### src/rtl/core_drain_monitor_if.sv
// Handshake bundle between the test event layer and the drain monitor.
// master: drives core_req/start_test/finish_req, observes status; slave: the monitor.
interface core_drain_monitor_if #(
    parameter int NUM_CORES = 32,
    parameter int CNT_W     = 16
);
    logic [NUM_CORES-1:0] core_req;
    logic                 start_test;
    logic                 finish_req;
    logic                 busy;
    logic                 test_finish;
    logic                 drain_timeout;
    logic [NUM_CORES-1:0] pending_mask;
    logic [CNT_W-1:0]     req_count;

    modport master (
        output core_req, start_test, finish_req,
        input  busy, test_finish, drain_timeout, pending_mask, req_count
    );

    modport slave (
        input  core_req, start_test, finish_req,
        output busy, test_finish, drain_timeout, pending_mask, req_count
    );
endinterface

### src/rtl/core_drain_monitor.sv
// End-of-test drain detector: after finish_req, waits for SETTLE_CYCLES quiet
// cycles on all core requests (test_finish) or flags a timeout (drain_timeout).
// Ports: clk, rst (async, active-high), mon (slave modport: core_req,
// start_test, finish_req in; busy, test_finish, drain_timeout, pending_mask,
// req_count out).
module core_drain_monitor #(
    parameter int NUM_CORES      = 32,
    parameter int SETTLE_CYCLES  = 4,
    parameter int TIMEOUT_CYCLES = 1024,
    parameter int CNT_W          = 16
) (
    input logic                 clk,
    input logic                 rst,
    core_drain_monitor_if.slave mon
);
    localparam int QW  = $clog2(SETTLE_CYCLES + 1);
    localparam int DW  = $clog2(TIMEOUT_CYCLES + 1);
    localparam int PCW = $clog2(NUM_CORES + 1);
    localparam int SW  = CNT_W + PCW;

    typedef enum logic [2:0] {
        S_IDLE,
        S_ACTIVE,
        S_DRAIN,
        S_DONE,
        S_TIMEOUT
    } state_e;

    state_e               state_q, state_d;
    logic [QW-1:0]        quiet_cnt_q, quiet_cnt_d;
    logic [DW-1:0]        drain_cnt_q, drain_cnt_d;
    logic [NUM_CORES-1:0] req_prev_q;
    logic [NUM_CORES-1:0] pending_mask_q, pending_mask_d;
    logic [CNT_W-1:0]     req_count_q, req_count_d;

    logic                 quiet;
    logic [NUM_CORES-1:0] rise;
    logic [PCW-1:0]       rise_cnt;
    logic [SW-1:0]        cnt_sum;
    logic [CNT_W-1:0]     cnt_sat;
    logic                 done_hit;
    logic                 tout_hit;

    assign quiet = ~|mon.core_req;
    assign rise  = mon.core_req & ~req_prev_q;

    always_comb begin
        rise_cnt = '0;
        for (int i = 0; i < NUM_CORES; i++) begin
            rise_cnt = rise_cnt + PCW'(rise[i]);
        end
    end

    // Widen before adding so the carry out of CNT_W signals saturation.
    assign cnt_sum = SW'(req_count_q) + SW'(rise_cnt);
    assign cnt_sat = (|cnt_sum[SW-1:CNT_W]) ? {CNT_W{1'b1}}
                                            : cnt_sum[CNT_W-1:0];

    assign done_hit = quiet && (quiet_cnt_q == QW'(SETTLE_CYCLES - 1));
    assign tout_hit = (drain_cnt_q == DW'(TIMEOUT_CYCLES - 1));

    always_comb begin
        state_d        = state_q;
        quiet_cnt_d    = quiet_cnt_q;
        drain_cnt_d    = drain_cnt_q;
        pending_mask_d = pending_mask_q;
        req_count_d    = req_count_q;
        if (mon.start_test) begin
            state_d        = S_ACTIVE;
            quiet_cnt_d    = '0;
            drain_cnt_d    = '0;
            pending_mask_d = '0;
            req_count_d    = '0;
        end else begin
            case (state_q)
                S_ACTIVE: begin
                    req_count_d = cnt_sat;
                    if (mon.finish_req) begin
                        state_d     = S_DRAIN;
                        quiet_cnt_d = '0;
                        drain_cnt_d = '0;
                    end
                end
                S_DRAIN: begin
                    req_count_d = cnt_sat;
                    drain_cnt_d = drain_cnt_q + DW'(1);
                    quiet_cnt_d = quiet ? quiet_cnt_q + QW'(1) : '0;
                    // A settle window closing on the timeout edge wins.
                    if (done_hit) begin
                        state_d = S_DONE;
                    end else if (tout_hit) begin
                        state_d        = S_TIMEOUT;
                        pending_mask_d = mon.core_req;
                    end
                end
                default: begin
                end
            endcase
        end
    end

    always_ff @(posedge clk or posedge rst) begin
        if (rst) begin
            state_q        <= S_IDLE;
            quiet_cnt_q    <= '0;
            drain_cnt_q    <= '0;
            req_prev_q     <= '0;
            pending_mask_q <= '0;
            req_count_q    <= '0;
        end else begin
            state_q        <= state_d;
            quiet_cnt_q    <= quiet_cnt_d;
            drain_cnt_q    <= drain_cnt_d;
            req_prev_q     <= mon.core_req;
            pending_mask_q <= pending_mask_d;
            req_count_q    <= req_count_d;
        end
    end

    assign mon.busy          = (state_q == S_ACTIVE) || (state_q == S_DRAIN);
    assign mon.test_finish   = (state_q == S_DONE);
    assign mon.drain_timeout = (state_q == S_TIMEOUT);
    assign mon.pending_mask  = pending_mask_q;
    assign mon.req_count     = req_count_q;
endmodule

### src/flat_wrapper.sv
// flat-port wrapper written by rule: the top's interface ports become plain ports
module core_drain_monitor_flat 
#(
    parameter int NUM_CORES      = 32,
    parameter int SETTLE_CYCLES  = 4,
    parameter int TIMEOUT_CYCLES = 1024,
    parameter int CNT_W          = 16
)
  (clk, rst, mon_core_req, mon_start_test, mon_finish_req, mon_busy, mon_test_finish, mon_drain_timeout, mon_pending_mask, mon_req_count);
  core_drain_monitor_if #(.NUM_CORES(NUM_CORES), .CNT_W(CNT_W)) mon_i ();
  input logic clk;
  input logic rst;
  input wire logic [$bits(mon_i.core_req)-1:0] mon_core_req;
  input wire logic [$bits(mon_i.start_test)-1:0] mon_start_test;
  input wire logic [$bits(mon_i.finish_req)-1:0] mon_finish_req;
  output wire logic [$bits(mon_i.busy)-1:0] mon_busy;
  output wire logic [$bits(mon_i.test_finish)-1:0] mon_test_finish;
  output wire logic [$bits(mon_i.drain_timeout)-1:0] mon_drain_timeout;
  output wire logic [$bits(mon_i.pending_mask)-1:0] mon_pending_mask;
  output wire logic [$bits(mon_i.req_count)-1:0] mon_req_count;
  assign mon_i.core_req = mon_core_req;
  assign mon_i.start_test = mon_start_test;
  assign mon_i.finish_req = mon_finish_req;
  assign mon_busy = mon_i.busy;
  assign mon_test_finish = mon_i.test_finish;
  assign mon_drain_timeout = mon_i.drain_timeout;
  assign mon_pending_mask = mon_i.pending_mask;
  assign mon_req_count = mon_i.req_count;
  core_drain_monitor #(.NUM_CORES(NUM_CORES), .SETTLE_CYCLES(SETTLE_CYCLES), .TIMEOUT_CYCLES(TIMEOUT_CYCLES), .CNT_W(CNT_W)) u_core (.clk(clk), .rst(rst), .mon(mon_i));
endmodule
### config.mk
export PLATFORM = sky130hd
export DESIGN_NAME = core_drain_monitor_flat
export DESIGN_NICKNAME = d
export VERILOG_FILES = /design/src/rtl/core_drain_monitor_if.sv /design/src/rtl/core_drain_monitor.sv /design/src/flat_wrapper.sv
export SDC_FILE = /design/constraint.sdc
export NUM_CORES = 1
export LEC_CHECK = 0
export ABC_AREA = 1
export CAP_MARGIN = 10
export CORE_UTILIZATION = 54
export CTS_BUF_LIST = sky130_fd_sc_hd__clkbuf_16
export DETAILED_ROUTE_END_ITERATION = 10
export GPL_TIMING_DRIVEN = 0
export PLACE_DENSITY_LB_ADDON = 0.1
export SETUP_SLACK_MARGIN = 0.05
export SYNTH_ARGS = -nofsm -noshare
export SYNTH_HDL_FRONTEND = slang
export SYNTH_SLANG_ARGS = --single-unit
### constraint.sdc
create_clock -name clk -period 8.5 [get_ports clk]
set_clock_uncertainty 0.05 [all_clocks]
set_input_delay 0.85 -clock clk [delete_from_list [all_inputs] [get_ports clk]]
set_output_delay 0.85 -clock clk [all_outputs]
set_load 0.05 [all_outputs]
==> out/results.env <==
RUN_STATUS='finished clean'
GLOBALPLACE.CONGESTION=0.880
POST_SYNTH_NUM_CELL_TYPES=35
WL_MICRONS=12800
DRIVE_GT1_FRAC=0.101
LAYOUT_MIN_CYCLE_TIME_NS=7.15
NUMCTSBUFFERS=9
SYNTHESIS.INSTANCES=656
WORST_R2R_STARTPOINT='u_core.req_prev_q[0]$_DFF_PP0_'
CLOCK_TREE.HTREE_LEVEL_COUNT=3
CLOCK_LATENCY_NS=0.34
OVERALL_ROUTING_RESOURCE_USAGE=0.260
YS_FF_LATCH=97
POST_CTS_RESIZED=0
CAP_VIOL_MAX_COUNT=0
DRC=0
POWER_PER_UNIT_OF_STANDARD_CELL_AREA_nW_PER_UM2=258
FLOORPLAN.DIE.HEIGHT_MICRONS=103
TNS_NS=0
POWER_LEAKAGE_uW=0.00355
DR.PASS1.ITERS=4
WORSTPATHREQUIRED_NS=8.74
CLOCK_SINKS=97
CTS_HOLD_BUF=0
POST_CTS_BUFFERS=0
SEQ_AREA_FRAC_SYNTH=0.437
NUM_VIAS=4562
ROUTE.DETAILED.VIAS_PER_INST=5.11
CRIT_ARRIVAL_NS=7.38
DIE-WIDTH_MICRONS=103
SYN-NUM-NETS=734
MULTI_INPUT_AREA_SQ_UM=2560
PATH_MAX_FANOUT=4
SUM_OF_OVERFLOW_ACROSS_ALL_LAYERS_AFTER_GLOBAL_ROUTING=0
LAYOUT.CELLS.MOST_COMMON='nand2_1'
FINAL_MAX_SLEW_VIOL_COUNT=0
FIRST_GLOBAL_VIAS=4333
N_FILL_CELL=785
MIN_PATH_TYPE='flip-flop to flip-flop'
INSERTEDDIODECOUNT=0
DPL_CELL_AREA_SQ_UM=6620
FP-ROW-COUNT=36
SETUP_REPAIR_AFTER_GLOBAL_ROUTING_MISSED_ITS_MARGIN='no'
MAX-VDD-IR-DROP_mV=0.230
SETUP_VIOLATIONS_FINAL=0
FMAXACHIEVABLE_MHz=140
DIE_AREA_SQ_UM=10700
ROUTE.ANTENNA.REMAINING_NETS=0
UTILIZATION=0.699
FINAL_HOLD_VIOL_COUNT=0
STDCELL_AREA_SQ_UM=6900
CLOCK_TREE.ROOT_CELL='clkbuf_16'
CRIT_PATH_END_KIND='flip-flop'
POST-LAYOUT-TOTAL-POWER_uW=1780
ANTENNA_FOUND_INITIAL=0
SYNTH_WARNINGS=0
SEQCELLAREA_SQ_UM=2430
FINAL.PERIOD_UTILIZATION=0.841
DETAIL_ROUTE.WL_PER_CELL_MICRONS=14.4
DPL.HPWL_MICRONS=9830
START_UTIL=0.564
GRT_FIRST_PASS_WIRELENGTH_MICRONS=20600
CRIT_START='mon_core_req[0]'
PORT_BUFFERS=86
CTS_BUFFER_DEPTH=2
FINAL_NETS=832
POST_SYNTH_INSTANCE_AREA_SQ_UM=5560
PIN_COUNT=87
WORST_PIN_SLEW_NS=0.503
SYN_TO_FINAL_GROWTH_PCT=24.1
HOLD_PATH.STARTPOINT='u_core.mon.pending_mask[8]$_DFFE_PP0P_'
DESIGN.CORE.AREA_SQ_UM=9860
CRITICALPATHCATEGORY='input pin to flip-flop'
TIMING.SLEW.HEADROOM=0.664
CTS.REPORTEDPATHS.CLKPINSLEW_NS=0.07
KIND_OF_START_POINT_OF_THE_CRITICAL_PATH='input pin'
DRT_FIRST_ITER_VIOLATIONS=201
TRITONCTS='built'
LARGEST_NET_DEGREE_AT_THE_START_OF_GLOBAL_ROUTING=74
SYNTH_AREA_PER_CELL_SQ_UM=8.47
MOSTFREQUENTLAYOUTCELLS='nand2_1, inv_1, dfrtp_1'
==> kinds of logic (layout without fill, tap and decap cells) <==
kind of cell	Yosys count	count (layout)	share of synthesized area
fa+ha+maj	42	42	0.128
xor+xnor	7	7	0.0110
buf+inv	133	236	0.102
compound gates	42	42	0.0446
simple gates	335	335	0.278
flops	97	97	0.437
==> worst max-delay path, stage by stage <==
cell and delay [ns]:
clkdlybuf4s50_1 0.54, inv_1 0.06, nor2_1 0.10, ha_1 0.24, inv_1 0.08, fa_1 0.44, fa_1 0.52, fa_1 0.51
fa_1 0.52, fa_1 0.54, inv_1 0.05, fa_1 0.57, fa_1 0.19, inv_1 0.05, fa_1 0.40, o221ai_1 0.26
xor2_1 0.24, ha_1 0.32, nand2_1 0.11, inv_1 0.05, a21oi_1 0.34, o21ai_0 0.18, nand3_2 0.09, nand2_1 0.05
nand2_1 0.06
==> worst paths after layout <==
path / end / slack, ns / depth (start not counted)
hold / removal: u_core.mon.pending_mask[8]$_DFFE_PP0P_ / 0.42 / 2
setup reg to reg: u_core.mon.req_count[8]$_DFFE_PP0P_ / 2.09 / 23
min in group asynchronous: u_core.mon.req_count[6]$_DFFE_PP0P_ / 0.78 / 2
hold reg to reg: u_core.mon.pending_mask[8]$_DFFE_PP0P_ / 0.42 / 2
setup / recovery: u_core.mon.req_count[8]$_DFFE_PP0P_ / 1.35 / 25
max in group asynchronous: u_core.req_prev_q[10]$_DFF_PP0_ / 6.94 / 3
==> Yosys cell counts <==
| cell | n | area (sq um) |
|---|---|---|
| o21ai_0 | 11 | 55.1 |
| nand3_1 | 20 | 100 |
| fa_1 | 25 | 500 |
| buf_6 | 6 | 67.6 |
| a22o_1 | 1 | 8.76 |
| inv_4 | 1 | 6.26 |
| a21oi_1 | 16 | 80.1 |
| buf_1 | 1 | 3.75 |
| a21boi_0 | 1 | 7.51 |
| o21ai_1 | 5 | 25.0 |
| nand2_1 | 191 | 717 |
| nor3_1 | 5 | 25.0 |
| buf_4 | 2 | 15.0 |
| o21ai_2 | 2 | 17.5 |
| dfrtp_1 | 97 | 2430 |
| o221ai_1 | 1 | 8.76 |
| nand3_4 | 2 | 35.0 |
| xnor2_1 | 5 | 43.8 |
| nor2_4 | 3 | 33.8 |
| o21ai_4 | 1 | 16.3 |
| nor3_2 | 4 | 40.0 |
| nand3b_1 | 2 | 15.0 |
| nand3_2 | 7 | 70.1 |
| nand4_1 | 36 | 225 |
| nor2_2 | 4 | 25.0 |
| inv_2 | 11 | 41.3 |
| nand2_2 | 5 | 31.3 |
| inv_1 | 102 | 383 |
| buf_2 | 10 | 50.1 |
| ha_1 | 17 | 213 |
| nor2_1 | 54 | 203 |
| o22ai_1 | 1 | 6.26 |
| nand2_4 | 2 | 22.5 |
| xor2_1 | 2 | 17.5 |
| o211ai_1 | 3 | 22.5 |
==> routing by layer <==
metal,track usage,vias to the layer above,share of wire
li1,-,2243,-
met1,0.352,2206,0.45
met2,0.423,102,0.50
met3,0.0517,11,0.040
met4,0.0802,0,0.011
met5,0,-,0
==> through the flow <==
step | hold WS, ns | instances | worst slack, ns
after floorplan | 0.396 | 656 | 1.98
after global placement | 0.408 | 875 | 1.14
after detailed placement | 0.409 | 876 | 0.969
after CTS | 0.425 | 892 | 1.34
after global routing | 0.457 | 892 | 0.996
final | 0.424 | 892 | 1.35
==> final cells by class <==
type                       instances  share of cell area
buffer                            19              0.0198
clock buffer                       9              0.0326
clock inverter                     7             0.00834
inverter                         114              0.0627
multi-input combinational        426               0.372
sequential                        97               0.352
tap                              133              0.0241
timing repair buffer              87               0.129
==> where the power goes <==
part / leakage, uW / switching, uW / internal, uW
combinational: 0.00214 / 528 / 363
sequential: 0.00127 / 16.6 / 484
clock: 0.000139 / 184 / 202
==> sequential cells by signal, indices dropped and copies added, names as in the netlist <==
name and flops:
u_core.quiet_cnt_q 3, u_core.state_q 3, u_core.mon.req_count 16, u_core.req_prev_q 32, u_core.mon.pending_mask 32, u_core.drain_cnt_q 11
Power figures use the tool's default switching activity.
